[src/rtl/bar_level_decoder.sv]
// bar_level_decoder: receive-side checker for an MSB-first LED bar (thermometer) code.
// Samples bar_in, waits until the code has been stable for STABLE_CYCLES, then
// accepts it. A legal code is turned back into a fill level with a one-cycle
// level_valid strobe. Illegal codes set the sticky pattern_err flag. Accepted
// levels are also checked against the filler's +1 / wrap-to-zero sequence.
// Optional feature macro: BAR_WRAP_DETECT_EN adds the wrap pulse and the
// wrap_cnt counter ports.
module bar_level_decoder #(
  parameter int WIDTH         = 18,
  parameter int LW            = 5,
  parameter int STABLE_CYCLES = 4
) (
  input  logic             clk,
  input  logic             rst,
  input  logic [WIDTH-1:0] bar_in,
  output logic [LW-1:0]    level,
  output logic             level_valid,
  output logic             pattern_err,
  output logic             seq_err,
  output logic             busy
`ifdef BAR_WRAP_DETECT_EN
  ,
  output logic             wrap,
  output logic [7:0]       wrap_cnt
`endif
);

  localparam logic [0:0]       ST_WAIT  = 1'b0;
  localparam logic [0:0]       ST_HOLD  = 1'b1;
  localparam logic [7:0]       CNT_LAST = 8'(STABLE_CYCLES - 1);
  localparam logic [WIDTH-1:0] ALL_ONES = '1;
  localparam logic [LW-1:0]    FULL     = LW'(WIDTH);

  logic [WIDTH-1:0] s1;
  logic [WIDTH-1:0] cand;
  logic [7:0]       cnt;
  logic [0:0]       state;
  logic [LW-1:0]    prev;
  logic             have_prev;

  logic [LW-1:0]    ones;
  logic             legal;
  logic             accept;
  logic             seq_bad;
  logic             wrap_hit;

  // Decode the candidate: count its ones and check it is a top-filled bar.
  always_comb begin
    // NOTE: every output of a combinational block gets a default first, so no path infers a latch.
    ones = '0;
    for (int i = 0; i < WIDTH; i++) begin
      ones = ones + {{(LW-1){1'b0}}, cand[i]};
    end
    legal = (cand == ~(ALL_ONES >> ones));
  end

  // Acceptance and sequence qualification of the decoded level.
  always_comb begin
    accept   = (s1 == cand) && (state == ST_WAIT) && (cnt == CNT_LAST);
    wrap_hit = have_prev && (prev == FULL) && (ones == '0);
    seq_bad  = have_prev && ({1'b0, ones} != ({1'b0, prev} + (LW+1)'(1))) && !wrap_hit;
  end

  assign busy = (state == ST_WAIT);

  // Input sampling, stability qualification and registered result outputs.
  always_ff @(posedge clk or posedge rst) begin
    if (rst) begin
      s1          <= '0;
      cand        <= '0;
      cnt         <= '0;
      state       <= ST_WAIT;
      level       <= '0;
      level_valid <= 1'b0;
      pattern_err <= 1'b0;
      seq_err     <= 1'b0;
      have_prev   <= 1'b0;
      prev        <= '0;
    end else begin
      // NOTE: sequential state uses non-blocking assignments so every register sees pre-edge values.
      s1          <= bar_in;
      level_valid <= 1'b0;
      seq_err     <= 1'b0;
      if (s1 != cand) begin
        cand  <= s1;
        cnt   <= '0;
        state <= ST_WAIT;
      end else if (state == ST_WAIT) begin
        if (cnt == CNT_LAST) begin
          state <= ST_HOLD;
          if (legal) begin
            level       <= ones;
            level_valid <= 1'b1;
            pattern_err <= 1'b0;
            seq_err     <= seq_bad;
            have_prev   <= 1'b1;
            prev        <= ones;
          end else begin
            pattern_err <= 1'b1;
          end
        end else begin
          cnt <= cnt + 8'd1;
        end
      end
    end
  end

`ifdef BAR_WRAP_DETECT_EN
  // Wrap detection: pulse on a legal WIDTH -> 0 accept and count those pulses.
  always_ff @(posedge clk or posedge rst) begin
    if (rst) begin
      wrap     <= 1'b0;
      wrap_cnt <= '0;
    end else begin
      wrap <= accept && legal && wrap_hit;
      if (accept && legal && wrap_hit) begin
        wrap_cnt <= wrap_cnt + 8'd1;
      end
    end
  end
`endif

endmodule

[config.mk]
export PLATFORM = sky130hd
export DESIGN_NAME = bar_level_decoder
export DESIGN_NICKNAME = d
export VERILOG_FILES = /design/src/rtl/bar_level_decoder.sv
export SDC_FILE = /design/constraint.sdc
export NUM_CORES = 1
export LEC_CHECK = 0
export CAP_MARGIN = 10
export CORE_MARGIN = 5
export CORE_UTILIZATION = 30
export CTS_BUF_LIST = sky130_fd_sc_hd__clkbuf_8
export DETAILED_ROUTE_END_ITERATION = 12
export GPL_ROUTABILITY_DRIVEN = 0
export SYNTH_ARGS = -nofsm -noshare
export SYNTH_HDL_FRONTEND = slang
export SYNTH_SLANG_ARGS = --single-unit
[constraint.sdc]
create_clock -name clk -period 7.35 [get_ports clk]
set_input_delay 1.8375 -clock clk [delete_from_list [all_inputs] [get_ports clk]]
set_output_delay 1.8375 -clock clk [all_outputs]
set_load 0.01 [all_outputs]
### Word level (Yosys, flattened, before mapping)

Index checks and enable logic that the tools add are counted.

| storage, ports and cells | value |
|---|---|
| bits in registers | 54 |
| bits of input ports | 20 |

| operators by class | value |
|---|---|
| add/sub/neg operators | 19 |
| equal/unequal tests | 7 |
| shifts and indexed selects | 1 |
| mux-type cells | 15 |
| bitwise gates (word level) | 3 |
| reduce and logical (&&, ||, !) cells | 9 |

Operator list:

| kind | number |
|---|---|
| $add 5x1->5 | 13 |
| $mux 8 | 3 |
| $eq 18x18->1 | 1 |
| $ne 18x18->1 | 1 |
| $not 18->18 | 1 |
| $shr 18x5->18 const A | 1 |
| $mux 1 | 12 |
| $add 8x1->8 const B | 1 |
| $eq 8x2->1 const B | 1 |
| $add 5x1->6 const B | 1 |
| $ne 5x6->1 | 1 |
| $add 4x1->5 | 1 |
| $eq 5x5->1 const B | 1 |
| $logic_not 5->1 | 1 |
| $add 3x1->4 | 1 |
| $logic_and 1x1->1 | 4 |
| $ne 2x1->1 const B | 2 |
| $reduce_and 4->1 | 1 |
| $add 2x1->3 | 1 |
| $reduce_and 3->1 | 1 |
| $add 1x1->2 | 1 |
| $not 1->1 | 2 |
| $reduce_and 2->1 | 1 |
| $logic_not 1->1 | 1 |

### Longest topological paths before layout

| depth | value |
|---|---|
| depth in word-level cells | 25 |
| gate-level depth with buffers | 19 |
| depth with buffers taken out | 18 |

### Least setup slack after synthesis

OpenSTA, ideal clock, no wires.

| timing | value |
|---|---|
| kind | register -> register |
| start | reg cand[5] |
| end | reg prev[3] |
| arrival | 5.652 ns |
| slack | 1.573 ns |
| cell stages (with the launch flop) | 20 |
| period minus slack after synthesis | 5.777 ns |
| cell sequence | dfrtp_1 -> inv_1 -> fa_1 -> fa_1 -> fa_1 -> fa_1 -> fa_1 -> inv_1 -> ha_1 -> inv_1 -> fa_1 -> clkbuf_1 -> nor2b_1 -> nor2_1 -> a211oi_1 -> a41oi_1 -> a2111oi_0 -> nand4_1 -> nor4b_4 -> mux2_4 |

| between the ends | value |
|---|---|
| longest elaborated chain between the ends | 17 |
| elaborated cells between the ends (all ways) | 19 |
| classes of those cells | add/sub (13); eq/ne (2); shift (1); bitwise (2); reduce/logical (1) |

RTL lines:

| element | line | RTL |
|---|---|---|
| from (decl) | 35 | `logic [WIDTH-1:0] cand;` |
| from (signal assigned) | 70 | `cand <= '0;` |
| from (signal assigned) | 85 | `cand <= s1;` |
| $add 5x1->5 (13 in a row) | 52 | `ones = ones + {{(LW-1){1'b0}}, cand[i]};` |
| $shr 18x5->18 | 54 | `legal = (cand == ~(ALL_ONES >> ones));` |
| $not 18->18 | 54 |  |
| $eq 18x18->1 | 54 |  |
| $reduce_and 4->1 (no source line) | - |  |
| to (signal assigned) | 97 | `prev <= ones;` |
| to (decl) | 38 | `logic [LW-1:0] prev;` |

Parallel ways exist; a longest one is shown, timed or not.
A chain may end at the register's enable or synchronous reset.

### Worst setup path after layout

| timing | value |
|---|---|
| start | reg cand[5] |
| end | reg prev[2] |

The elaborated chain is that of the path after synthesis.

==> metrics.md <==
| Metric | Value |
|---|---|
| Status | complete, no violations |
| Nets in the synthesized netlist | 350 |
| Cell with the most instances after synthesis | sky130_fd_sc_hd__dfrtp_1 |
| Leakage power summed over all cells | 1.55 nW |
| Number of buffers inserted to repair setup after CTS | 0 |
| Gate count of the mapped netlist | 307 |
| Clock-pin slew on the worst setup and hold paths | 0.10 ns |
| Largest net degree at the start of global routing | 55 |
| Clock latency of the later-clocked register in the worst-skew pair | 0.31 ns |
| Fillers | 1035 |
| Height of the chip | 113 µm |
| Number of buffers inserted for hold repair after clock tree synthesis | 0 |
| Total setup violations reported at the end of the flow | 0 |
| Number of optimization iterations in the first detailed-route pass | 4 |
| Critical path data required time | 7.54 ns |
| Basic-gate share of the synthesized area counting and, or, nand and nor cells | 14.5% |
| Highest net fanout along the worst path | 12 |
| Highest clock rate | 0.148 GHz |
| Clock tree from TritonCTS | yes |
| Commonest cells post-synth | sky130_fd_sc_hd__dfrtp_1 (54), sky130_fd_sc_hd__inv_1 (33), sky130_fd_sc_hd__xnor2_1 (26), sky130_fd_sc_hd__nor2_1 (24), sky130_fd_sc_hd__clkbuf_1 (20) |
| Power density of the placed cells | 392 mW/mm² |
| Global-route wire length before repair | 10.9 mm |
| Leading area contributor after synthesis | sky130_fd_sc_hd__dfrtp_1 |
| Nature of the critical path startpoint | flip-flop |
| Residual DRC count | 0 |
| Met3 usage | 2.89% |
| Area of the core | 0.0103 mm² |
| Fraction of synthesized area in multiplexers | 3.48% |
| Synth unique cells | 46 |
| Worst Setup Slack post-DPL | 0.660 ns |
| Met1 demand-to-capacity share in global routing | 14.4% |
| Final net count | 363 |
| Clk sinks | 54 |
| Number of DRC violations after detailed-routing iteration 0 | 170 |
| Combinational family with the most area after synthesis | simple AND/OR/NAND/NOR gates |
| Compound-Gate Fraction of Synth Area | 9.77% |
| DRT antenna net count | 0 |
| Final hold violations | 0 |
| Number of max-slew violations in the final report | 0 |
| Tot Pwr | 1.42 mW |
| Share of the yosys chip area belonging to registers | 42.7% |
| Final design area excluding fillers | 0.00363 mm² |
| Vias in the first global route | 2226 |
| Post-layout min period | 6.74 ns |
| Critical path arrival | 6.93 ns |
| Initial antenna violation count | 0 |
| Xor and xnor fraction of the mapped netlist area | 10.8% |
| Port Buffers | 28 |
| Width of the chip | 113 µm |
| Area contributors post-synth | sky130_fd_sc_hd__dfrtp_1 (43%), sky130_fd_sc_hd__fa_1 (7.6%), sky130_fd_sc_hd__xnor2_1 (7.2%), sky130_fd_sc_hd__ha_1 (4.3%), sky130_fd_sc_hd__inv_1 (3.9%) |
| Most used routing layer | met2 |
| Post-CTS resize count | 0 |
| Mean instance size in the synthesized netlist | 10.3 µm² |
| Number of flops mapped to enable cells by yosys | 0 |
| Share of flip-flops with an asynchronous set or reset | 100% |
| Crit path kind | reg2reg |
| Number of diodes added for antenna fixing | 0 |
| Die Footprint | 0.0127 mm² |
| Adder-Cell Fraction of Synth Area | 11.9% |
| Number of cell rows | 37 |
| Slew headroom | 21.1% |
| Hold WC Path Type | reg2reg |
| Mean routed wirelength per cell | 14.0 µm |
| Synth warnings | 0 |
| Footprint of the flip-flops and latches | 0.00135 mm² |
| Proportion of layout cells with a drive suffix above 1 | 8.41% |
| Inserted Clock Buffers | 5 |
| Slew at the pin closest to its max-slew limit | 1.17 ns |
| Peak VDD IR | 0.197 mV |
| Global routing usage summed across all routing layers | 10.4% |
| Number of vias per cell | 4.78 |
| Post-layout instance count excluding filler cells | 457 |
| Final worst slack | 0.609 ns |
| Count of state elements after synthesis | 54 |
| Largest buffer count on any clock path | 2 |
| Root Driver | sky130_fd_sc_hd__clkbuf_8 |
| HPWL after detailed placement | 5.01 mm |
| Setup TNS | 0 ns |
| I/O pin count | 29 |
| Post-route clock period utilization | 91.7% |
| Most instantiated flip-flop cell in the synthesis netlist | sky130_fd_sc_hd__dfrtp_1 |
| Proportion of netlist area held by the largest area contributor | 42.7% |
| Layout-stage area growth over the synthesis result | 14.7% |
| Post-synthesis cell area | 0.00316 mm² |
| Type of destination of the critical path | flip-flop |
| Largest clock skew in the final design | 0.0116 ns |
| Aggregate routed wire length | 6.40 mm |
| Max_cap viols | 0 |
| Remaining Overflow, GRT | 0 |
| CTS H-tree depth | 2 |
| Count of vias placed by the detailed router | 2183 |
| Routing usage on met2 | 16.4% |
| Dpl cell area | 0.00353 mm² |
| Area occupied by multi-input gates | 0.00160 mm² |
| Starting density of the core | 30.7% |
| Number of cells after detailed placement | 449 |
| RSZ-0062 raised after global routing | false |
## power by group
part           internal (mW)  switching (mW)
logic                  0.332           0.603
registers              0.307          0.0109
clock network         0.0707          0.0999
## cells in the final DEF (no fill, tap or decap), drive strengths merged, types with 2 or more instances in the layout
cell type       n
nand2b          2
nor3            8
nand2          17
mux2i           5
nand3           6
a41oi           2
xor2           12
fa             12
mux2            4
a2111oi         3
ha             11
and3            3
a21oi          14
o21ai           8
or4b            2
nand4          16
a21o            2
clkbuf          5
o311ai          2
o2111ai         2
nor4            2
clkdlybuf4s50  28
dfrtp          54
clkinv          2
nor2           24
inv            35
xnor2          26
## layout make-up
cell class	instances	area share [%]
Clock inverter	3	0.793
Timing Repair Buffer	29	7.93
Sequential cell	54	37.2
Multi-Input combinational cell	196	44.0
Tap cell	136	4.69
Clock buffer	5	1.90
Inverter	34	3.52
## critical path, cell delays in order (launching register included)
cell and delay [ns]:
sky130_fd_sc_hd__dfrtp_1 0.46, sky130_fd_sc_hd__inv_1 0.09, sky130_fd_sc_hd__fa_1 0.57, sky130_fd_sc_hd__fa_1 0.44
sky130_fd_sc_hd__fa_1 0.50, sky130_fd_sc_hd__fa_1 0.52, sky130_fd_sc_hd__fa_1 0.41, sky130_fd_sc_hd__inv_1 0.07
sky130_fd_sc_hd__ha_1 0.17, sky130_fd_sc_hd__inv_1 0.06, sky130_fd_sc_hd__fa_1 0.47, sky130_fd_sc_hd__xor2_1 0.68
sky130_fd_sc_hd__nor2_1 0.25, sky130_fd_sc_hd__a211oi_1 0.31, sky130_fd_sc_hd__a41oi_1 0.08, sky130_fd_sc_hd__a2111oi_0 0.39
sky130_fd_sc_hd__nand4_1 0.23, sky130_fd_sc_hd__nor4b_4 0.56, sky130_fd_sc_hd__mux2_4 0.34
## sequential cells by signal, indices dropped and copies added, names as in the netlist
name and cells:
prev 5, level_valid 1, have_prev 1, cand 18
cnt 8, s1 18, state 1, pattern_err 1
seq_err 1
## worst paths after layout
path	slack (ns)	depth (start not counted)	start	end
worst max-delay path	0.61	18	cand[5]$_DFFE_PP0N_	prev[2]$_DFFE_PP0P_
worst min-delay path	0.40	0	s1[9]$_DFF_PP0_	cand[9]$_DFFE_PP0N_
worst max register to register	0.61	18	cand[5]$_DFFE_PP0N_	prev[2]$_DFFE_PP0P_
worst min register to register	0.40	0	s1[9]$_DFF_PP0_	cand[9]$_DFFE_PP0N_
max in group asynchronous	4.90	3	rst	prev[1]$_DFFE_PP0P_
min in group asynchronous	2.01	3	rst	s1[0]$_DFF_PP0_
## routing by layer
metal / share of wire (%) / up-vias / wire (µm)
met3: 7.5 / 10 / 483
met4: 1.2 / 0 / 75
li1: - / 1049 / -
met5: 0 / - / 0
met1: 45 / 1038 / 2880
met2: 46 / 86 / 2970
## logic make-up after synthesis
| group | count (synthesis) |
|---|---|
| compound gates | 42 |
| simple gates | 84 |
| xor+xnor | 38 |
| fa+ha+maj | 23 |
| buf+inv | 57 |
| flops | 54 |
| mux | 9 |
## per-stage QoR
step | util, % | hold slack [ns]
2_1_floorplan | - | 0.434
3_3_place_gp | 34.2 | 0.387
3_5_place_dp | 34.2 | 0.384
4_1_cts | 35.2 | 0.409
5_1_grt | 35.2 | 0.421
6_report | 35.2 | 0.405
Note: power is estimated with default switching activity, not from simulation.
==> variant, RTL diff (same settings) <==
Register the output `level` once more, with the module's reset; this adds one clock of latency there. The other outputs are not delayed to match. Comments in the files are not updated.
--- a/src/rtl/bar_level_decoder.sv
+++ b/src/rtl/bar_level_decoder.sv
@@ -32,2 +32,4 @@
   localparam logic [LW-1:0]    FULL     = LW'(WIDTH);
+
+  logic [LW-1:0] level_s0;
 
@@ -72,3 +74,3 @@
       state       <= ST_WAIT;
-      level       <= '0;
+      level_s0    <= '0;
       level_valid <= 1'b0;
@@ -91,3 +93,3 @@
           if (legal) begin
-            level       <= ones;
+            level_s0    <= ones;
             level_valid <= 1'b1;
@@ -122,2 +124,10 @@
 
+  always_ff @(posedge clk or posedge rst) begin
+    if (rst) begin
+      level <= '0;
+    end else begin
+      level <= level_s0;
+    end
+  end
+
 endmodule
Function: changed (Yosys sat finds a counterexample within 10 cycles, from zero or initial values and one cycle with rst high).
==> variant against the original RTL <==
Clock skew shrank 0.0060 ns; sequential cell count grew 5; sequential power grew 8.8%; fmax grew 3.7%; final area grew 7.4%; die area grew 3.9%; worst setup slack gained 0.24 ns; wire length grew 3.0%; cell count grew 5.3%; synthesized area grew 4.3%; power grew 14%; critical path type unchanged; highest routed layer unchanged.
==> variant: results (changes against the original RTL) <==
Clocking
  – Root buf cell: clkbuf_8
  – Clk Latency, worst-skew pair: 0.33 ns (+0.02 ns)
  – Clock-pin slew on the worst setup and hold paths: 0.07 ns (-0.03 ns)
  – CTS Buf Count: 9 (+4)
  – Htree depth: 3 (+1)

Yosys
  – Syn avg cell area: 10.4 um^2 (+0.70%)
  – Register area share after synthesis: 44.7% (+2.0 points)
  – Ys Warns: 0 (unchanged)
  – Top cells by area, synth: dfrtp_1 45%, fa_1 7.3%, xor2_1 6.1%, ha_1 4.2%, inv_1 4.1%
  – Post-synth top cells: 59 x dfrtp_1, 36 x inv_1, 23 x nor2_1, 23 x xor2_1, 20 x clkbuf_1
  – Synth cell types: 56 (+22%)
  – Syn nets: 361 (+3.1%)

Critical path
  – Start point of the critical path: cand[1]
  – Arr. time, crit path: 6.72 ns (-0.21 ns)
  – CP Capture Type: flop
  – CP max FO: 11 (-1)

Routing
  – DRC marker count from the first detailed-route iteration: 151 (-11%)
  – Total number of vias: 2318 (+6.2%)
  – Routed WL: 6.59 mm (+3.0%)
  – Vias per cell: 4.82 (+0.89%)

Placement
  – # port buffers: 28 (unchanged)
  – Setup WS pre-CTS: 0.934 ns (+0.274 ns)
  – Placed cells: 465 (+3.6%)
  – DP Wirelength: 5.04 mm (+0.50%)

Cells and area
  – Largest registers: cand x18, s1 x18, cnt x8
  – Diodes inserted: 0 (unchanged)
  – Layout cells sized above 1: 9.97% (+1.6 points)
  – Nets: 379 (+4.4%)

STA
  – Rel. slew slack: 43.7% (+23 points)
  – Clk_skew: 0.00558 ns (-0.00598 ns)
  – Final WS setup: 0.849 ns (+0.240 ns)

Global route
  – First-pass GRT wire length: 11.0 mm (+0.95%)
  – Total GRT Usage: 10.6% (+0.18 points)
  – Largest net degree at the start of global routing: 60 (+9.1%)

Hold path
  – Min-delay worst type: reg -> reg

Power
  – P_leak: 0.00172 uW (+11%)
  – Switching Share: 43.8% (-6.3 points)
  – Peak VDD IR: 176 uV (-10%)

Run status
  – Status: complete, no violations
-- variant: changes by cell type after synthesis, moves of 4 or more --
cell	change
nand3_1	+7
xor2_1	+12
xnor2_1	-15
dfrtp_1	+5
nor4_1	+4
mux2_4	-4
nand4_1	-14
nand2_1	-4
-- variant: layout make-up --
type                       instances  area, um^2
tap                              140         175
clock buffer                      10         138
inverter                          36         135
multi-input combinational        200        1590
fill                            1079        6890
clock inverter                     6        88.8
sequential                        59        1480
timing repair buffer              30         295
-- variant: per-stage QoR --
step | area (um^2) | utilization, % | total power (uW) | hold slack (ns)
2_1_floorplan | 3300 | - | 1120 | 0.374
3_3_place_gp | 3670 | 34.0 | 1280 | 0.384
3_5_place_dp | 3670 | 34.0 | 1290 | 0.383
4_1_cts | 3900 | 36.1 | 1630 | 0.398
5_1_grt | 3900 | 36.1 | 1750 | 0.408
6_report | 3900 | 36.1 | 1630 | 0.394
-- variant: how the worst min path moves through the flow --
stage                       start  endpoint  slack (ns)  depth (start not counted)
after floorplan           prev[4]  level[4]        0.37                          0
after global placement     s1[10]  cand[10]        0.38                          0
after detailed placement   s1[16]  cand[16]        0.38                          0
after CTS                  s1[16]  cand[16]        0.40                          0
after global routing       s1[16]  cand[16]        0.41                          0
final                      s1[16]  cand[16]        0.39                          0
-- variant: cells by family after synthesis --
kind of cell | synth area share, %
compound gates | 10.5
mux | 2.88
buf+inv | 7.09
fa+ha+maj | 11.4
xor+xnor | 9.02
flops | 44.7
simple gates | 14.3
-- variant: power by group through the flow --
stage,Combinational [uW],Sequential (uW),Clock (uW)
floorplan,774,348,0
global placement,932,352,0
detailed placement,934,352,0
CTS,942,346,339
global route,1050,347,354
finish,951,346,329
-- variant: critical path, cell delays in order (launching register included) --
cell and delay [ns]:
dfrtp_1 0.47, inv_1 0.09, fa_1 0.49, fa_1 0.56
fa_1 0.44, fa_1 0.51, fa_1 0.40, inv_1 0.06
ha_1 0.19, inv_1 0.07, fa_1 0.46, xor2_1 0.66
and2_4 0.29, o21ai_0 0.17, a21oi_1 0.21, o22ai_1 0.09
nor4_1 0.59, nand3b_2 0.26, mux2_1 0.36
-- variant: per-layer routing --
layer  vias to the layer above  routed length, um  GRT usage, %
met4                         0                146          3.83
met2                       105               2960          16.2
met1                      1097               2900          13.9
met5                         -                  0             0
li1                       1097                  -             -
met3                        19                591          3.74
